<file path="config.mk">
export PLATFORM = sky130hd
export DESIGN_NAME = dac_spi_tx
export DESIGN_NICKNAME = d
export VERILOG_FILES = /design/src/rtl/dac_spi_tx.sv
export SDC_FILE = /design/constraint.sdc
export NUM_CORES = 1
export LEC_CHECK = 0
export ABC_AREA = 1
export CAP_MARGIN = 10
export CORE_UTILIZATION = 40
export DETAILED_ROUTE_END_ITERATION = 7
export DONT_BUFFER_PORTS = 1
export PLACE_DENSITY = 0.66
export REMOVE_ABC_BUFFERS = 1
export SYNTH_ARGS = -nofsm -noshare
export SYNTH_HDL_FRONTEND = slang
export SYNTH_SLANG_ARGS = --single-unit
</file>
<file path="constraint.sdc">
create_clock -name clk -period 1.7 [get_ports clk]
set_input_delay 0 -clock clk [delete_from_list [all_inputs] [get_ports clk]]
set_output_delay 0 -clock clk [all_outputs]
set_load 0.005 [all_outputs]
</file>
<file path="src/rtl/dac_spi_tx.sv">
// SPI transmitter for a dual-channel DAC: buffers one sin/cos pair and sends it
// as two 24-bit mode-0 frames (channel A = sin, channel B = cos).
module dac_spi_tx #(
  parameter int unsigned CLK_DIV       = 2,
  parameter int unsigned CS_GAP        = 2,
  parameter logic [7:0]  CMD_A         = 8'h30,
  parameter logic [7:0]  CMD_B         = 8'h31,
  parameter bit          OFFSET_BINARY = 1'b1
) (
  input  logic        clk,
  input  logic        rst_n,
  input  logic        sample_valid,
  input  logic [15:0] sin,
  input  logic [15:0] cos,
  output logic        sclk,
  output logic        mosi,
  output logic        cs_n,
  output logic        busy,
  output logic        overrun
);

  typedef enum logic [2:0] {
    IDLE,
    FRAME_A,
    GAP_A,
    FRAME_B,
    GAP_B
  } state_t;

  localparam logic [7:0] DIV_LAST = 8'(CLK_DIV - 1);
  localparam logic [7:0] GAP_LAST = 8'(CS_GAP - 1);
  localparam logic [4:0] BIT_LAST = 5'd23;

  state_t      state_reg;
  logic [15:0] buf_data_reg [2];
  logic        buf_full_reg;
  logic [15:0] cos_latched_reg;
  logic [23:0] sreg_reg;
  logic [7:0]  div_cnt_reg;
  logic [7:0]  gap_cnt_reg;
  logic [4:0]  bit_cnt_reg;
  logic        sclk_reg;
  logic        cs_n_reg;
  logic        busy_reg;
  logic        overrun_reg;

  logic [15:0] conv_data [2];
  logic        consume;

  // Index 0 holds sin, index 1 holds cos.
  for (genvar gi = 0; gi < 2; gi++) begin : g_conv
    assign conv_data[gi] = OFFSET_BINARY ? {~buf_data_reg[gi][15], buf_data_reg[gi][14:0]}
                                         : buf_data_reg[gi];
  end

  assign consume = (state_reg == IDLE) && buf_full_reg;

  always_ff @(posedge clk or negedge rst_n) begin
    if (!rst_n) begin
      state_reg       <= IDLE;
      buf_data_reg[0] <= '0;
      buf_data_reg[1] <= '0;
      buf_full_reg    <= 1'b0;
      cos_latched_reg <= '0;
      sreg_reg        <= '0;
      div_cnt_reg     <= '0;
      gap_cnt_reg     <= '0;
      bit_cnt_reg     <= '0;
      sclk_reg        <= 1'b0;
      cs_n_reg        <= 1'b1;
      busy_reg        <= 1'b0;
      overrun_reg     <= 1'b0;
    end else begin
      overrun_reg <= 1'b0;

      // A strobe in the same cycle the buffer drains refills it without loss.
      if (sample_valid) begin
        if (!buf_full_reg || consume) begin
          buf_data_reg[0] <= sin;
          buf_data_reg[1] <= cos;
          buf_full_reg    <= 1'b1;
        end else begin
          overrun_reg <= 1'b1;
        end
      end else if (consume) begin
        buf_full_reg <= 1'b0;
      end

      case (state_reg)
        IDLE: begin
          if (buf_full_reg) begin
            sreg_reg        <= {CMD_A, conv_data[0]};
            cos_latched_reg <= conv_data[1];
            cs_n_reg        <= 1'b0;
            busy_reg        <= 1'b1;
            sclk_reg        <= 1'b0;
            div_cnt_reg     <= '0;
            bit_cnt_reg     <= '0;
            state_reg       <= FRAME_A;
          end
        end

        FRAME_A, FRAME_B: begin
          if (div_cnt_reg == DIV_LAST) begin
            div_cnt_reg <= '0;
            sclk_reg    <= ~sclk_reg;
            // Falling edge: advance the data so it settles while sclk is low.
            if (sclk_reg) begin
              sreg_reg <= {sreg_reg[22:0], 1'b0};
              if (bit_cnt_reg == BIT_LAST) begin
                cs_n_reg    <= 1'b1;
                gap_cnt_reg <= '0;
                bit_cnt_reg <= '0;
                state_reg   <= (state_reg == FRAME_A) ? GAP_A : GAP_B;
              end else begin
                bit_cnt_reg <= bit_cnt_reg + 5'd1;
              end
            end
          end else begin
            div_cnt_reg <= div_cnt_reg + 8'd1;
          end
        end

        GAP_A: begin
          if (gap_cnt_reg == GAP_LAST) begin
            sreg_reg    <= {CMD_B, cos_latched_reg};
            cs_n_reg    <= 1'b0;
            sclk_reg    <= 1'b0;
            div_cnt_reg <= '0;
            bit_cnt_reg <= '0;
            gap_cnt_reg <= '0;
            state_reg   <= FRAME_B;
          end else begin
            gap_cnt_reg <= gap_cnt_reg + 8'd1;
          end
        end

        GAP_B: begin
          if (gap_cnt_reg == GAP_LAST) begin
            busy_reg    <= 1'b0;
            gap_cnt_reg <= '0;
            state_reg   <= IDLE;
          end else begin
            gap_cnt_reg <= gap_cnt_reg + 8'd1;
          end
        end

        default: state_reg <= IDLE;
      endcase
    end
  end

  assign sclk    = sclk_reg;
  assign mosi    = sreg_reg[23];
  assign cs_n    = cs_n_reg;
  assign busy    = busy_reg;
  assign overrun = overrun_reg;

endmodule

</file>
==> impl_metrics.ini <==
[finish]
syn_to_final_growth_pct = 24.6
num_antenna_cells = 0
nNetsFinal = 638
post-route-util = 0.513
final.fill_count = 1050
fin_area_sq_um = 5860
largest_register_ffs = 32
layout-drive-gt1-share = 0.172

[timing]
fin_hold_ws_ps = -656
fin_ws_ps = -24.4
fin_crit_sh = 1.01
rsz0062_at_grt = true
setup_viol = 9
skew_ps = 9.92
tightest_slew_ps = 379
drv_slew = 0
setup_tns_ps = -73.9
fmax_mhz = 580
hold_violations = 101
slew_headroom = 0.747
period_needed_ps = 1720

[synthesis]
yosysTopAreaCell = dfrtp_1
synth_compound_area_frac = 0.0663
synth_top_family_by_area = simple AND/OR/NAND/NOR gates
synth.area.top_cells = dfrtp_1 53%, nand2_1 14%, nand3_1 6.0%, o21ai_0 3.6%, mux2_1 3.6%
yosys.cell_types.count = 30
synthMuxAreaShare = 0.0383
mappedNetlistArea_sq_um = 4700
synth-seq-cells = 101
avgSynthCellArea_sq_um = 8.56
yosysSeqAreaShare = 0.538
synthAdderAreaFrac = 0.0133
synth_xor_area_frac = 0.0168
ys.warnings.count = 0
netlist.area_leader.share = 0.532
yosys.area_share.simple = 0.264
postSynthCellCount = 549

[status]
status = complete, but fails checks
violations = negative hold slack, negative setup slack

[routing]
drt_pass1_iterations = 5
drc = 0
wl_per_cell_microns = 13.4
drt-total-wl_microns = 9960
ant_nets = 0
num_vias = 3763
viasPerCell = 5.04
drt_iter0_drc = 210

[floorplan]
core_area_sq_um = 11400
chipHeight_microns = 110
start_util = 0.412
row_count = 39
ios = 40
die_x_microns = 110
dieArea_sq_um = 12200

[worst_setup_path]
slowest_delay_ps = 390
worstPathRequired_ps = 1980
crit_chain = inv_1 > ha_2 > nand2_2 > nor2_2 > nand2_2 > nand2_2 > nand2_2 > nor2_4 > clkbuf_16 > nand3_2 > nand2_1
cp-endpoint = sreg_reg[7]$_DFFE_PN0P_
worstSetupStartpoint = gap_cnt_reg[1]$_DFFE_PN0P_
cpMostUsedCell = nand2_2
arrival_ps = 2000
crit_slowest_cell = dfrtp_1
timing.rr.end = sreg_reg[7]$_DFFE_PN0P_
critPathKind = flip-flop to flip-flop
crit_fanout = 8
r2r_cells = 11
crit_buf_inv = 2
critical-path-top-delay-family = simple AND/OR/NAND/NOR gates
r2r_slack_ps = -20
cp-end-kind = flip-flop
cp-start-kind = flip-flop
reg2reg_from = gap_cnt_reg[1]$_DFFE_PN0P_
crit_cells = 11

[clock_network]
worstSkewPairLatency_ps = 340
htreeDepth = 3
cts_hold_buf = 33
cts_sinks = 101
cts_tree = built
cts_buffers = 9
clkTransAtPathRegs_ps = 80
cts-root-buf = clkbuf_16
clock_path_buffers = 2

[grt]
grt_pass1_wl_microns = 16500
grt_antenna_before_repair = 0
grt_max_degree = 102
grt-ovfl-total = 0
grt_pass1_vias = 3642
grtUsageTotal = 0.163

[placement]
finalWeightedCongestion = 0.770
hpwl_microns = 5760
port_buffers = 0
post-place-ws_ps = -4.75
placed_cell_area_sq_um = 4900

[power]
p_per_area_nw_per_um2 = 843
power_leakage_nw = 2.84
peakVddDrop_mv = 0.500

[hold_path]
hold_path.class = primary input to async pin

[job]
maxCapViolations = 0
[where the power goes]
| group | internal (mW) | switching [mW] | leakage (nW) |
|---|---|---|---|
| registers | 2.49 | 0.0394 | 1.21 |
| logic | 0.0928 | 0.0524 | 1.47 |
| clock network | 1.32 | 0.943 | 0.163 |
[per-stage QoR]
step | power, mW | cells
floorplan | 2.63 | 526
global placement | 2.65 | 681
detailed placement | 2.66 | 681
CTS | 4.98 | 730
global route | 5.09 | 746
finish | 4.94 | 746
[how the worst min path moves through the flow]
stage	startpoint	to	slack (ps)
floorplan	rst_n	bit_cnt_reg[0]$_DFFE_PN0P_	-300
global placement	rst_n	gap_cnt_reg[5]$_DFFE_PN0P_	-290
detailed placement	rst_n	gap_cnt_reg[3]$_DFFE_PN0P_	-290
CTS	rst_n	overrun$_DFF_PN0_	-660
global route	rst_n	gap_cnt_reg[4]$_DFFE_PN0P_	-680
finish	rst_n	gap_cnt_reg[3]$_DFFE_PN0P_	-660
[cells in the final DEF, fill, tap and decap left out, types with 5 or more instances in the layout]
cell / synthesis / final
nand2_1: 172 / 163
dfrtp_1: 100 / 99
nand3_1: 56 / 43
nor2_1: 42 / 39
inv_1: 35 / 34
o21ai_0: 34 / 34
dlygate4sd3_1: 0 / 33
buf_4: 7 / 21
a21oi_1: 17 / 17
mux2_1: 15 / 15
nand3_2: 2 / 14
nand2_2: 5 / 11
clkbuf_16: 0 / 11
inv_2: 9 / 10
nor2_2: 4 / 7
xor2_1: 7 / 7
or2_2: 5 / 5
buf_12: 0 / 5
[area by class of cell]
| cell class | instances | area, sq um | share of cell area |
|---|---|---|---|
| multi-input cells | 381 | 2010 | 0.344 |
| clock inverters | 7 | 106 | 0.0182 |
| well taps | 143 | 179 | 0.0305 |
| clock buffers | 9 | 225 | 0.0385 |
| repair buffers | 61 | 638 | 0.109 |
| flip-flops and latches | 101 | 2530 | 0.432 |
| inverters | 44 | 165 | 0.0282 |
[synthesized netlist by cell type (all sizes together)]
master	count
o21ai	34
o22ai	4
xor2	7
a21oi	18
nor2	48
o211ai	1
dfrtp	100
ha	5
dfstp	1
inv	44
xnor2	2
buf	18
a211oi	1
mux2	16
clkbuf	5
nand2	177
nor3	2
nand3	58
or2	5
nand4	3
[worst reg2reg max path, delay by kind of cell (launching register included)]
kind / cells / cell delay [ps]
and+or+nand+nor: 8 / 810
adders and majority gates: 1 / 180
DFF: 1 / 390
buffers and inverters: 2 / 280
[logic make-up (layout without fill, tap and decap cells)]
logic type	after synthesis	in the layout
XOR/XNOR	9	9
AO/OA/AOI/OAI	58	58
multiplexers	16	16
adder cells (fa/ha/maj)	5	5
flip-flops	101	101
buffers and inverters	67	121
AND/OR/NAND/NOR	293	293
[layer usage]
metal	vias up	wire (microns)	track usage
met5	-	0	0
met4	0	100	0.0498
met3	12	285	0.0307
met2	61	5000	0.270
met1	1838	4580	0.217
li1	1852	-	-
[repair_timing]
action,4_1_cts,5_1_grt
endpoints found under the setup margin,30,46
pin swaps,1,38
buffers inserted,0,14
gates resized for setup,1,33
hold endpoints to repair,135,101
cloned,0,2
No activity file was read; power rests on OpenSTA's default activity.
